[src/rtl/fp_addsub_seq_if.sv]
// Operand/result handshake bundle for the sequential bfloat16 add/subtract engine.
// The stimulus side uses master; the engine uses slave.
interface fp_addsub_seq_if #(
  parameter int NEXP = 8,
  parameter int NSIG = 7
);
  logic                 in_valid;
  logic                 in_ready;
  logic [NEXP+NSIG:0]   a;
  logic [NEXP+NSIG:0]   b;
  logic                 op;
  logic                 out_valid;
  logic                 out_ready;
  logic [NEXP+NSIG:0]   result;
  logic [4:0]           res_class;
  logic [3:0]           exception;

  modport master (
    output in_valid, a, b, op, out_ready,
    input  in_ready, out_valid, result, res_class, exception
  );

  modport slave (
    input  in_valid, a, b, op, out_ready,
    output in_ready, out_valid, result, res_class, exception
  );
endinterface

[src/rtl/fp_addsub_seq.sv]
// Iterative bfloat16 add/sub (align/add/norm/round FSM), latency 1 for specials else 3+k+m; result held until accepted.
// FP_SUBNORMAL_EN enables gradual underflow; without it subnormals flush to signed zero.
module fp_addsub_seq #(
  parameter int NEXP = 8,
  parameter int NSIG = 7
) (
  input logic            clk,
  input logic            rst,
  fp_addsub_seq_if.slave io
);
  localparam int MW = NSIG + 4;
  localparam logic [NEXP-1:0]   E1N  = NEXP'(1);
  localparam logic [NEXP-1:0]   MWN  = NEXP'(MW);
  localparam logic [NEXP:0]     EONE = (NEXP+1)'(1);
  localparam logic [NEXP:0]     EMAX = {1'b0, {NEXP{1'b1}}};
  localparam logic [NEXP+NSIG:0] QNAN = {1'b0, {NEXP{1'b1}}, 1'b1, {(NSIG-1){1'b0}}};

  typedef struct packed {
    logic            sgn;
    logic [NEXP-1:0] exp;
    logic [NSIG-1:0] sig;
  } fp_t;

  typedef enum logic [2:0] {IDLE, UNPACK, ALIGN, ADD, NORM, ROUND, DONE} state_t;

  state_t          state, state_nxt;
  fp_t             ra, rb;
  logic            xs, ys, big;
  logic [MW-1:0]   xm, ym;
  logic [NEXP:0]   e;
  logic [NEXP-1:0] cnt;

  logic                a_nan, b_nan, a_inf, b_inf, a_snan, b_snan, sp, swap;
  logic [NEXP-1:0]     a_e, b_e, diff;
  logic [MW-1:0]       a_m, b_m;
  logic [NEXP+NSIG:0]  sp_res;
  logic [4:0]          sp_cls;
  logic [3:0]          sp_exc;

  // Significand layout: {hidden, fraction, guard, round, sticky}
  always_comb begin
    a_nan  = (&ra.exp) & (|ra.sig);
    b_nan  = (&rb.exp) & (|rb.sig);
    a_inf  = (&ra.exp) & ~(|ra.sig);
    b_inf  = (&rb.exp) & ~(|rb.sig);
    a_snan = a_nan & ~ra.sig[NSIG-1];
    b_snan = b_nan & ~rb.sig[NSIG-1];
    a_e    = (|ra.exp) ? ra.exp : E1N;
    b_e    = (|rb.exp) ? rb.exp : E1N;
`ifdef FP_SUBNORMAL_EN
    a_m = {|ra.exp, ra.sig, 3'b000};
    b_m = {|rb.exp, rb.sig, 3'b000};
`else
    a_m = (|ra.exp) ? {1'b1, ra.sig, 3'b000} : '0;
    b_m = (|rb.exp) ? {1'b1, rb.sig, 3'b000} : '0;
`endif
    swap = b_e > a_e;
    diff = swap ? (b_e - a_e) : (a_e - b_e);
    sp   = a_nan | b_nan | a_inf | b_inf;
    sp_res = QNAN;
    sp_cls = 5'b10000;
    sp_exc = 4'b0000;
    if (a_nan | b_nan) begin
      sp_exc = {a_snan | b_snan, 3'b000};
    end else if (a_inf & b_inf & (ra.sgn != rb.sgn)) begin
      sp_exc = 4'b1000;
    end else if (a_inf) begin
      sp_res = {ra.sgn, {NEXP{1'b1}}, {NSIG{1'b0}}};
      sp_cls = 5'b01000;
    end else begin
      sp_res = {rb.sgn, {NEXP{1'b1}}, {NSIG{1'b0}}};
      sp_cls = 5'b01000;
    end
  end

  logic [MW:0]   sum;
  logic [MW-1:0] add_m, nrm_m;
  logic [NEXP:0] add_e, nrm_e;
  logic          add_s, add_done, nrm_done;

  always_comb begin
    if (xs == ys) begin
      sum   = {1'b0, xm} + {1'b0, ym};
      add_s = xs;
    end else if (xm > ym) begin
      sum   = {1'b0, xm - ym};
      add_s = xs;
    end else if (xm < ym) begin
      sum   = {1'b0, ym - xm};
      add_s = ys;
    end else begin
      sum   = '0;
      add_s = 1'b0;
    end
    if (sum[MW]) begin
      add_m = {sum[MW:2], sum[1] | sum[0]};
      add_e = e + EONE;
    end else begin
      add_m = sum[MW-1:0];
      add_e = e;
    end
    add_done = add_m[MW-1] | ~(|add_m) | (add_e == EONE);
    nrm_m    = {xm[MW-2:0], 1'b0};
    nrm_e    = e - EONE;
    nrm_done = nrm_m[MW-1] | (nrm_e == EONE);
  end

  logic                up, inex, tiny, hb, ovf;
  logic [NSIG+1:0]     rm;
  logic [NEXP:0]       re;
  logic [NSIG-1:0]     frac;
  logic [NEXP-1:0]     expf;
  logic [NEXP+NSIG:0]  rn_res;
  logic [4:0]          rn_cls;
  logic [3:0]          rn_exc;

  always_comb begin
    inex = |xm[2:0];
    up   = xm[2] & (xm[1] | xm[0] | xm[3]);
    tiny = ~xm[MW-1] & (|xm);
    rm   = {1'b0, xm[MW-1:3]} + {{(NSIG+1){1'b0}}, up};
    re   = rm[NSIG+1] ? (e + EONE) : e;
    hb   = rm[NSIG+1] | rm[NSIG];
    frac = rm[NSIG+1] ? '0 : rm[NSIG-1:0];
    // A subnormal that rounds up into the hidden bit becomes normal at exponent 1.
    expf = hb ? re[NEXP-1:0] : '0;
    ovf  = hb & (re >= EMAX);
    rn_res = {xs, expf, frac};
    rn_cls = hb ? 5'b00001 : ((|frac) ? 5'b00010 : 5'b00100);
    rn_exc = {2'b00, tiny & inex, inex};
    if (~(|xm)) begin
      rn_res = {xs, {(NEXP+NSIG){1'b0}}};
      rn_cls = 5'b00100;
      rn_exc = 4'b0000;
    end
`ifndef FP_SUBNORMAL_EN
    else if (tiny) begin
      rn_res = {xs, {(NEXP+NSIG){1'b0}}};
      rn_cls = 5'b00100;
      rn_exc = 4'b0011;
    end
`endif
    else if (ovf) begin
      rn_res = {xs, {NEXP{1'b1}}, {NSIG{1'b0}}};
      rn_cls = 5'b01000;
      rn_exc = 4'b0101;
    end
  end

  always_ff @(posedge clk or posedge rst) begin
    if (rst) state <= IDLE;
    else     state <= state_nxt;
  end

  always_comb begin
    state_nxt = state;
    case (state)
      IDLE:    if (io.in_valid) state_nxt = UNPACK;
      UNPACK:  if (sp) state_nxt = DONE;
               else if (|diff) state_nxt = ALIGN;
               else state_nxt = ADD;
      ALIGN:   if (cnt == E1N) state_nxt = ADD;
      ADD:     state_nxt = add_done ? ROUND : NORM;
      NORM:    if (nrm_done) state_nxt = ROUND;
      ROUND:   state_nxt = DONE;
      DONE:    if (io.out_ready) state_nxt = IDLE;
      default: state_nxt = IDLE;
    endcase
  end

  assign io.in_ready  = (state == IDLE) & ~rst;
  assign io.out_valid = (state == DONE);

  always_ff @(posedge clk or posedge rst) begin
    if (rst) begin
      ra  <= '0;
      rb  <= '0;
      xs  <= 1'b0;
      ys  <= 1'b0;
      big <= 1'b0;
      xm  <= '0;
      ym  <= '0;
      e   <= '0;
      cnt <= '0;
      io.result    <= '0;
      io.res_class <= '0;
      io.exception <= '0;
    end else begin
      case (state)
        IDLE: if (io.in_valid) begin
          ra <= io.a;
          rb <= {io.b[NEXP+NSIG] ^ io.op, io.b[NEXP+NSIG-1:0]};
        end
        UNPACK: if (sp) begin
          io.result    <= sp_res;
          io.res_class <= sp_cls;
          io.exception <= sp_exc;
        end else begin
          // x always carries the larger exponent; only y is ever shifted.
          xs  <= swap ? rb.sgn : ra.sgn;
          ys  <= swap ? ra.sgn : rb.sgn;
          xm  <= swap ? b_m : a_m;
          ym  <= swap ? a_m : b_m;
          e   <= {1'b0, swap ? b_e : a_e};
          big <= diff > MWN;
          cnt <= (diff > MWN) ? MWN : diff;
        end
        ALIGN: begin
          if ((cnt == E1N) && big) ym <= {{(MW-1){1'b0}}, |ym};
          else                     ym <= {1'b0, ym[MW-1:2], ym[1] | ym[0]};
          cnt <= cnt - E1N;
        end
        ADD: begin
          xm <= add_m;
          e  <= add_e;
          xs <= add_s;
        end
        NORM: begin
          xm <= nrm_m;
          e  <= nrm_e;
        end
        ROUND: begin
          io.result    <= rn_res;
          io.res_class <= rn_cls;
          io.exception <= rn_exc;
        end
        default: ;
      endcase
    end
  end
endmodule

[src/flat_wrapper.sv]
// flat-port wrapper written by rule: the top's interface ports become plain ports
module fp_addsub_seq_flat 
#(
  parameter int NEXP = 8,
  parameter int NSIG = 7
)
  (clk, rst, io_in_valid, io_a, io_b, io_op, io_out_ready, io_in_ready, io_out_valid, io_result, io_res_class, io_exception);
  fp_addsub_seq_if #(.NEXP(NEXP), .NSIG(NSIG)) io_i ();
  input logic clk;
  input logic rst;
  input wire logic [$bits(io_i.in_valid)-1:0] io_in_valid;
  input wire logic [$bits(io_i.a)-1:0] io_a;
  input wire logic [$bits(io_i.b)-1:0] io_b;
  input wire logic [$bits(io_i.op)-1:0] io_op;
  input wire logic [$bits(io_i.out_ready)-1:0] io_out_ready;
  output wire logic [$bits(io_i.in_ready)-1:0] io_in_ready;
  output wire logic [$bits(io_i.out_valid)-1:0] io_out_valid;
  output wire logic [$bits(io_i.result)-1:0] io_result;
  output wire logic [$bits(io_i.res_class)-1:0] io_res_class;
  output wire logic [$bits(io_i.exception)-1:0] io_exception;
  assign io_i.in_valid = io_in_valid;
  assign io_i.a = io_a;
  assign io_i.b = io_b;
  assign io_i.op = io_op;
  assign io_i.out_ready = io_out_ready;
  assign io_in_ready = io_i.in_ready;
  assign io_out_valid = io_i.out_valid;
  assign io_result = io_i.result;
  assign io_res_class = io_i.res_class;
  assign io_exception = io_i.exception;
  fp_addsub_seq #(.NEXP(NEXP), .NSIG(NSIG)) u_core (.clk(clk), .rst(rst), .io(io_i));
endmodule
[config.mk]
export PLATFORM = sky130hd
export DESIGN_NAME = fp_addsub_seq_flat
export DESIGN_NICKNAME = d
export VERILOG_FILES = /design/src/rtl/fp_addsub_seq_if.sv /design/src/rtl/fp_addsub_seq.sv /design/src/flat_wrapper.sv
export SDC_FILE = /design/constraint.sdc
export NUM_CORES = 1
export LEC_CHECK = 0
export BUFFER_PORTS_ARGS = -buffer_cell sky130_fd_sc_hd__buf_2
export CAP_MARGIN = 15
export CORE_MARGIN = 10
export CORE_UTILIZATION = 29
export DETAILED_ROUTE_END_ITERATION = 8
export GPL_TIMING_DRIVEN = 1
export SETUP_SLACK_MARGIN = 0.5
export SLEW_MARGIN = 20
export SYNTH_ARGS = -nofsm -noshare
export SYNTH_HDL_FRONTEND = slang
export SYNTH_SLANG_ARGS = --single-unit
[constraint.sdc]
create_clock -name clk -period 10.9 [get_ports clk]
set_input_delay 1.635 -clock clk [delete_from_list [all_inputs] [get_ports clk]]
set_output_delay 1.635 -clock clk [all_outputs]
set_load 0.1 [all_outputs]
# Yosys cells after proc, flatten, opt, wreduce, memory -nomap -nowiden

Cells that the tools add are included.

Bits in registers: 102
Bits in latches: 0
RAM bits: 0
Bits in read-only memories: 0
Output and inout port bits: 27
Memories: 0

$add $sub $neg: 9
$mul: 0
Divide/modulo/power cells: 0
$lt $le $gt $ge: 5
Eq/ne operators: 19
Shift operators: 0
Muxes and demuxes: 65
Bitwise operators: 34
Reductions and logical operators: 25

Operator list:

| cell                                          | count |
|---|---|
| 2-to-1 mux 11 bit                             | 8 |
| 2-to-1 mux 16 bit                             | 4 |
| 2-to-1 mux 8 bit                              | 7 |
| 2-to-1 mux 15 bit                             | 3 |
| 2-to-1 mux 5 bit                              | 7 |
| case mux 11 bit (3 select lines)              | 1 |
| OR reduction 11 bit                           | 3 |
| case mux 16 bit (2 select lines)              | 1 |
| 2-to-1 mux 9 bit                              | 3 |
| case mux 9 bit (3 select lines)               | 1 |
| 2-to-1 mux 12 bit                             | 2 |
| OR reduction 8 bit                            | 3 |
| case mux 11 bit (2 select lines)              | 1 |
| subtractor 11 bit                             | 2 |
| 2-to-1 mux 3 bit                              | 7 |
| case mux 3 bit (7 select lines)               | 1 |
| OR reduction 7 bit                            | 3 |
| 2-to-1 mux 4 bit                              | 5 |
| == test 9 x 1 -> 1 bit, second input constant | 2 |
| case mux 8 bit (2 select lines)               | 1 |
| AND reduction 8 bit                           | 2 |
| subtractor 8 bit                              | 2 |
| bitwise AND 1 bit                             | 13 |
| adder 11 x 11 -> 12 bit                       | 1 |
| 33 further kinds                              | 74 |

# Longest topological paths before layout

Gate-level depths: netlist of run 1.

Word-level depth: 12
Gate-level depth with buffers: 18
Mapped depth without buffers: 16

# Least setup slack after synthesis of run 1

No wires, ideal clock.

Path type: in2out
Start point: input rst
End point: output io_in_ready
Data arrival time: 4,453 ps
Path slack: 4,812 ps
Stages: 1
Path buffers: 0
Cell sequence: nor4_1

Word-level cells in the longest chain between the ends: 2

Ends and longest elaborated chain:

| element           | RTL line             | RTL |
|---|---|---|
| start, declared   | flat_wrapper.sv:10   | `input logic rst;` |
| NOT 1 bit         | fp_addsub_seq.sv:171 | `assign io.in_ready = (state == IDLE) & ~rst;` |
| bitwise AND 1 bit | fp_addsub_seq.sv:171 |  |
| end, declared     | flat_wrapper.sv:16   | `output wire logic [$bits(io_i.in_ready)-1:0] io_in_ready;` |

Every way passes these cells.

# Worst setup path in the final report of run 1

Start point: register u_core.ra[12] (netlist name)
End point: register u_core.cnt[0]

Word-level cells in the longest chain between the ends: 8
Elaborated cells on any way between the ends: 18

Ends and longest elaborated chain:

| element                                                           | RTL line                                 | RTL |
|---|---|---|
| start, declared                                                   | fp_addsub_seq.sv:27                      | `fp_t ra, rb;` |
| start signal, assigned                                            | fp_addsub_seq.sv:191                     | `ra <= io.a;` |
| OR reduction 8 bit                                                | fp_addsub_seq.sv:48                      | `a_e = (\|ra.exp) ? ra.exp : E1N;` |
| 2-to-1 mux 8 bit                                                  | fp_addsub_seq.sv:48                      |  |
| subtractor 8 bit or greater-than comparator 8 bit (tied branches) | fp_addsub_seq.sv:58, fp_addsub_seq.sv:57 |  |
| 2-to-1 mux 8 bit                                                  | fp_addsub_seq.sv:58                      | `diff = swap ? (b_e - a_e) : (a_e - b_e);` |
| greater-than comparator 8 x 4 -> 1 bit                            | fp_addsub_seq.sv:206                     | `cnt <= (diff > MWN) ? MWN : diff;` |
| 2-to-1 mux 8 bit                                                  | fp_addsub_seq.sv:206                     |  |
| 2-to-1 mux 8 bit                                                  | fp_addsub_seq.sv:194                     | `UNPACK: if (sp) begin` |
| case mux 8 bit (2 select lines)                                   | fp_addsub_seq.sv:189                     | `case (state)` |
| end signal, assigned                                              | fp_addsub_seq.sv:206                     |  |
| end signal, assigned                                              | fp_addsub_seq.sv:211                     | `cnt <= cnt - E1N;` |
| end, declared                                                     | fp_addsub_seq.sv:31                      | `logic [NEXP-1:0] cnt;` |

Several ways; a longest one is shown, not always the timed one. The select of a mux whose other input is x is not followed.
A chain may end at the register's enable or synchronous reset.

==> results of run 1 <==
sequential cells by signal (all words and copies together), names as in the netlist:
| signal | flops |
|---|---|
| u_core.xs | 1 |
| u_core.xm | 11 |
| u_core.state | 3 |
| u_core.io.result | 16 |
| u_core.rb | 16 |
| u_core.ys | 1 |
| u_core.big | 1 |
| u_core.ym | 11 |
| u_core.io.res_class | 5 |
| u_core.io.exception | 4 |
| u_core.cnt | 8 |
| u_core.e | 9 |
| u_core.ra | 16 |
cell usage after synthesis (all sizes together), types with 6 or more instances:
cell type / instances / share of area [%]
dfrtp: 102 / 31
o21ai: 99 / 6.0
nand2: 95 / 4.3
nor2: 76 / 3.4
inv: 64 / 2.9
a21oi: 61 / 3.6
clkbuf: 55 / 2.5
ha: 53 / 7.9
nand3: 50 / 3.0
mux2: 24 / 3.3
nor3: 24 / 1.5
buf: 23 / 1.6
xnor2: 23 / 2.4
nor4: 21 / 1.6
mux2i: 17 / 2.0
a221oi: 14 / 1.5
o22ai: 14 / 1.0
a31oi: 13 / 1.2
nand2b: 13 / 0.97
o211ai: 13 / 1.2
xor2: 13 / 1.4
a21o: 12 / 1.1
and3: 10 / 0.75
a211o: 9 / 0.94
nand4: 9 / 0.75
a221o: 8 / 0.96
a22oi: 8 / 0.72
nor2b: 8 / 0.60
a211oi: 7 / 0.63
a22o: 7 / 0.73
o21a: 7 / 0.63
or3: 7 / 0.52
and2: 6 / 0.45
o31ai: 6 / 0.54
critical path, cell delays in order (launching register included):
cell and delay (ns):
dfrtp_1 0.44, nor4_1 0.35, nand2_1 0.40, nand2b_1 0.26, ha_1 0.19, inv_1 0.05
fa_1 0.38, nand3_1 0.11, a21oi_1 0.11, o21bai_4 0.11, buf_4 0.48, mux2_4 0.34
a311o_1 0.33, xor2_1 0.16, nor3_1 0.36, a21oi_1 0.13, a211o_1 0.24
logic make-up after synthesis:
kind of cell    count (synthesis)
simple gates                  339
xor+xnor                       36
buf+inv                       142
mux                            41
compound gates                315
flops                         102
fa+ha+maj                      58
area by class of cell:
cell class	instances	area share, %
Multi-Input combinational cell	789	57.2
Timing Repair Buffer	72	4.16
Clock inverter	5	0.449
Clock buffer	11	2.64
Inverter	64	2.64
Sequential cell	102	27.7
Tap cell	384	5.22
worst min-delay path by stage:
stage | cells past startpoint | end | from | slack (ns)
global placement | 1 | u_core.io.res_class[4] | u_core.io.res_class[4] | 0.46
finish | 1 | u_core.io.res_class[4] | u_core.io.res_class[4] | 0.48
detailed placement | 1 | u_core.io.res_class[4] | u_core.io.res_class[4] | 0.46
global route | 1 | u_core.io.res_class[4] | u_core.io.res_class[4] | 0.49
CTS | 1 | u_core.io.res_class[4] | u_core.io.res_class[4] | 0.48
floorplan | 1 | u_core.cnt[7] | u_core.cnt[7] | 0.45
stage by stage:
step / cell area [sq um] / worst slack, ns
2_1_floorplan: 8370 / 4.81
3_3_place_gp: 8920 / 6.39
3_5_place_dp: 8920 / 6.43
4_1_cts: 9200 / 6.41
5_1_grt: 9200 / 6.14
6_report: 9200 / 6.36
metal layers:
| layer | up-vias | global-route usage [%] | wire length, um |
|---|---|---|---|
| li1 | 3738 | - | - |
| met3 | 27 | 3.02 | 1930 |
| met2 | 271 | 21.5 | 11500 |
| met5 | - | 0 | 0 |
| met1 | 3829 | 20.8 | 12600 |
| met4 | 0 | 3.05 | 404 |
==> results.ini, run 1 <==
[die]
start_util_pct = 29.3
dieArea_sq_um = 36000
die_x_um = 190
std_cell_rows = 62
coreArea_sq_um = 28500
io_pins = 64
die_h_um = 190

[setup_path]
critPathKind = flop to flop
r2r_end = u_core.cnt[0]
r2r-start = u_core.ra[12]
rr_worst_depth = 16
crit_fanout = 54
rrSetupSlack_ns = 6.36
worstPathRequired_ns = 11.15
critPathCaptureType = flop
start_kind = flop
crit_path_start = u_core.ra[12]
arrival_ns = 4.79
worstSetupEndpoint = u_core.cnt[0]

[grt]
grt_antenna_before_repair = 0
grt_usage_pct = 14.4
grt_pass1_vias = 7450
overflow = 0
grt_max_degree = 70
grt_pass1_wl_um = 42200

[route]
vias_per_cell = 5.51
drc = 0
vias = 7865
routed_wl_um = 26500
wl_per_cell_um = 18.6
dr.pass1.iters = 5
ant_nets = 0
first_iter_violations = 746

[synthesis]
synthArstFlopShare_pct = 100
synthXorXnorAreaFrac_pct = 3.77
synth_ff_type = dfrtp_1
ys_ff_latch = 102
synth_compound_area_share_pct = 24.7
synth_edf_count = 0
synthAdderAreaFrac_pct = 9.12
synthMuxAreaShare_pct = 5.31
yosys_warnings = 0
syn_inst = 1033
yosysSeqAreaShare_pct = 30.5
synthDistinctLibCells = 80
synth.cell_area_sq_um = 8370
yosys.area_share.simple_pct = 19.7
synth_top_family_by_area = compound AO/OA/AOI/OAI gates
synth_nets = 1128
avgSynthCellArea_sq_um = 8.10

[final_layout]
utilization_pct = 32.2
multi_input_area_sq_um = 5260
final_nets = 1133
drive_gt1_share_pct = 12.1
syn2layout_area_growth_pct = 9.99
layout_common_cells = 102 x dfrtp_1, 96 x o21ai_0, 95 x nand2_1
antennaDiodeCount = 0
nFillCells = 3112
final_cells = 1427
register_area_sq_um = 2550
layout_commonest_cell = dfrtp_1

[clock_tree]
h-tree-depth = 3
cts_sinks = 102
clock_latency_ns = 0.36
cts.repair.resized = 0
cts_buffers = 9
path_clk_slew_ns = 0.07
cts_max_path_buffers = 2
post-cts-setup-buffers = 0
hold_buffers = 0
cts_tree = yes
cts_root_buf = clkbuf_16

[timing]
tightest_slew_ns = 1.06
skew_ns = 0.00873
rsz0062_at_grt = false
maxSlewViolCount = 0
hold_violations = 0
hold_ws_ns = 0.476
fin_setup_tns_ns = 0
setup_viol = 0
fin_crit_ns = 4.54
finalCritPeriodShare_pct = 41.6
fmax_mhz = 220
relSlewSlack_pct = 29.1

[placed_design]
post-place-cells = 1411
gp_congestion = 0.903
port_buffers = 63
dp_hpwl_um = 20200

[flow_run]
maxCapViolations = 0

[outcome]
status = finished clean

[worst_hold_path]
hold_path.class = flop to flop

Power of run 1 is not shown: default switching activity piles up to over one toggle a cycle in this logic, so the estimate is an artifact.
==> run 2: changes to the inputs <==
clock period = 4.13 ns   (was 10.9 ns; I/O delays follow)
==> results.ini, run 2 (synthesis results as in run 1) <==
[clock_tree]
clock_latency_ns = 0.36  ; about the same
cts_max_path_buffers = 2  ; unchanged
hold_buffers = 0  ; unchanged
path_clk_slew_ns = 0.08  ; about the same
h-tree-depth = 3  ; unchanged
cts_buffers = 9  ; unchanged
cts_sinks = 102  ; unchanged
cts_root_buf = clkbuf_16
cts_tree = yes

[grt]
grt_max_degree = 58  ; -17%
grt_antenna_before_repair = 0  ; unchanged
overflow = 0  ; unchanged
grt_pass1_vias = 7595  ; +1.9%
grt_pass1_wl_um = 43600  ; +3.3%
grt_usage_pct = 14.9  ; +0.53 points

[route]
vias = 8106  ; +3.1%
routed_wl_um = 27500  ; +4.0%
first_iter_violations = 927  ; +24%
wl_per_cell_um = 18.9  ; +1.8%
dr.pass1.iters = 8  ; +3
drc = 0  ; unchanged
vias_per_cell = 5.56  ; +0.94%
ant_nets = 0  ; unchanged

[timing]
finalCritPeriodShare_pct = 85.0  ; +43 points
hold_violations = 0  ; unchanged
fin_crit_ns = 3.51  ; -1.03 ns
relSlewSlack_pct = 37.5  ; +8.4 points
setup_ws_ns = 0.619  ; -5.74 ns
skew_ns = 0.00706  ; -0.00167 ns
fmax_mhz = 285  ; +29%
setup_viol = 0  ; unchanged
rsz0062_at_grt = true
maxSlewViolCount = 0  ; unchanged
hold_ws_ns = 0.433  ; -0.0427 ns
fin_setup_tns_ns = 0  ; unchanged
tightest_slew_ns = 0.938  ; -0.118 ns

[worst_hold_path]
hold_path.class = input port to async pin

[die]
die_x_um = 190  ; unchanged
dieArea_sq_um = 36000  ; unchanged
coreArea_sq_um = 28500  ; unchanged
io_pins = 64  ; unchanged
die_h_um = 190  ; unchanged
std_cell_rows = 62  ; unchanged
start_util_pct = 29.3  ; unchanged

[final_layout]
syn2layout_area_growth_pct = 14.0
reg_top3 = u_core.io.result (16), u_core.ra (16), u_core.rb (16)
layout_common_cells = 99 x dfrtp_1, 96 x o21ai_0, 94 x nand2_1
nFillCells = 3034  ; -2.5%
final_nets = 1163  ; +2.6%
final_cells = 1457  ; +2.1%
antennaDiodeCount = 0  ; unchanged
drive_gt1_share_pct = 16.2  ; +4.1 points
layout_commonest_cell = dfrtp_1

[setup_path]
arrival_ns = 3.78  ; -1.01 ns
start_kind = flop
worstPathRequired_ns = 4.40  ; -6.75 ns
critPathCaptureType = flop
crit_chain = nor4_2 -> nand2_1 -> nand2b_1 -> buf_4 -> inv_1 -> ha_4 -> nand2_2 -> nor3_4 -> o21bai_4 -> mux2_4 -> a311o_1 -> xor2_1 -> or3b_4 -> a2bb2oi_2 -> o211ai_1
critical_path.max_stage_delay_ns = 0.43  ; -0.05 ns
crit_fanout = 4  ; -93%
critPathKind = flop to flop
cp_slowest_cell = dfrtp_1

[placed_design]
port_buffers = 63  ; unchanged
gp_congestion = 0.978  ; +8.3%
post-place-cells = 1433  ; +1.6%
post-place-ws_ns = 0.437  ; -5.99 ns
dp_hpwl_um = 20900  ; +3.5%

[outcome]
status = finished clean

[flow_run]
maxCapViolations = 0  ; unchanged

## run 2: cell count changes in the layout (fill, tap and decap cells not counted), moves of 2 or more
cell,previous run,this run
clkinvlp_4,2,0
dfrtp_1,102,99
buf_4,9,39
dfrtp_2,0,3
nor4_1,20,16
nor4_2,1,5
## run 2: layout make-up
cell class / count / area, sq um / area share, %
clock inverter: 7 / 67.6 / 0.709
inverter: 64 / 243 / 2.55
clock buffer: 9 / 225 / 2.36
timing repair buffer: 102 / 608 / 6.38
tap: 384 / 480 / 5.04
sequential: 102 / 2560 / 26.8
multi-input combinational: 789 / 5350 / 56.1
## run 2: final timing paths
| check | startpoint | endpoint | slack (ns) | depth (start not counted) |
|---|---|---|---|---|
| worst max-delay path | u_core.ra[7] | u_core.state[0] | 0.62 | 15 |
| worst min-delay path | rst | u_core.rb[15] | 0.43 | 2 |
| worst max register to register | u_core.ra[7] | u_core.state[0] | 0.62 | 15 |
| worst min register to register | u_core.io.result[4] | u_core.io.result[4] | 0.48 | 2 |
| max in group asynchronous | rst | u_core.cnt[3] | 2.88 | 3 |
| min in group clk | io_a[13] | u_core.ra[13] | 0.47 | 3 |
## run 2: per-stage QoR
| stage | area [sq um] | util (%) |
|---|---|---|
| finish | 9530 | 33.4 |
| global route | 9530 | 33.4 |
| CTS | 9430 | 33.0 |
| detailed placement | 9090 | 31.8 |
| global placement | 9090 | 31.8 |
| floorplan | 8370 | - |
## run 2: worst max-delay path, delay by kind of cell (launching register included)
family,cells,cell delay (ns)
xor+xnor,1,0.17
flops,1,0.43
compound gates,4,0.80
simple gates,6,1.22
buf+inv,2,0.20
fa+ha+maj,1,0.30
mux,1,0.32
## run 2: repair_timing
action,in CTS,in global routing
hold endpoints to repair,0,0
buffers inserted,3,5
pin swaps,1,7
endpoints found under the setup margin,4,13
resized for setup,4,15
## run 2: routing by layer
metal | GRT usage (%) | vias up | routed length, um
met5 | 0 | - | 0
met4 | 3.94 | 0 | 588
met3 | 3.20 | 41 | 2190
met2 | 21.5 | 351 | 11800
met1 | 21.9 | 3914 | 13000
li1 | - | 3800 | -
Power of run 2 is left out for the same reason.
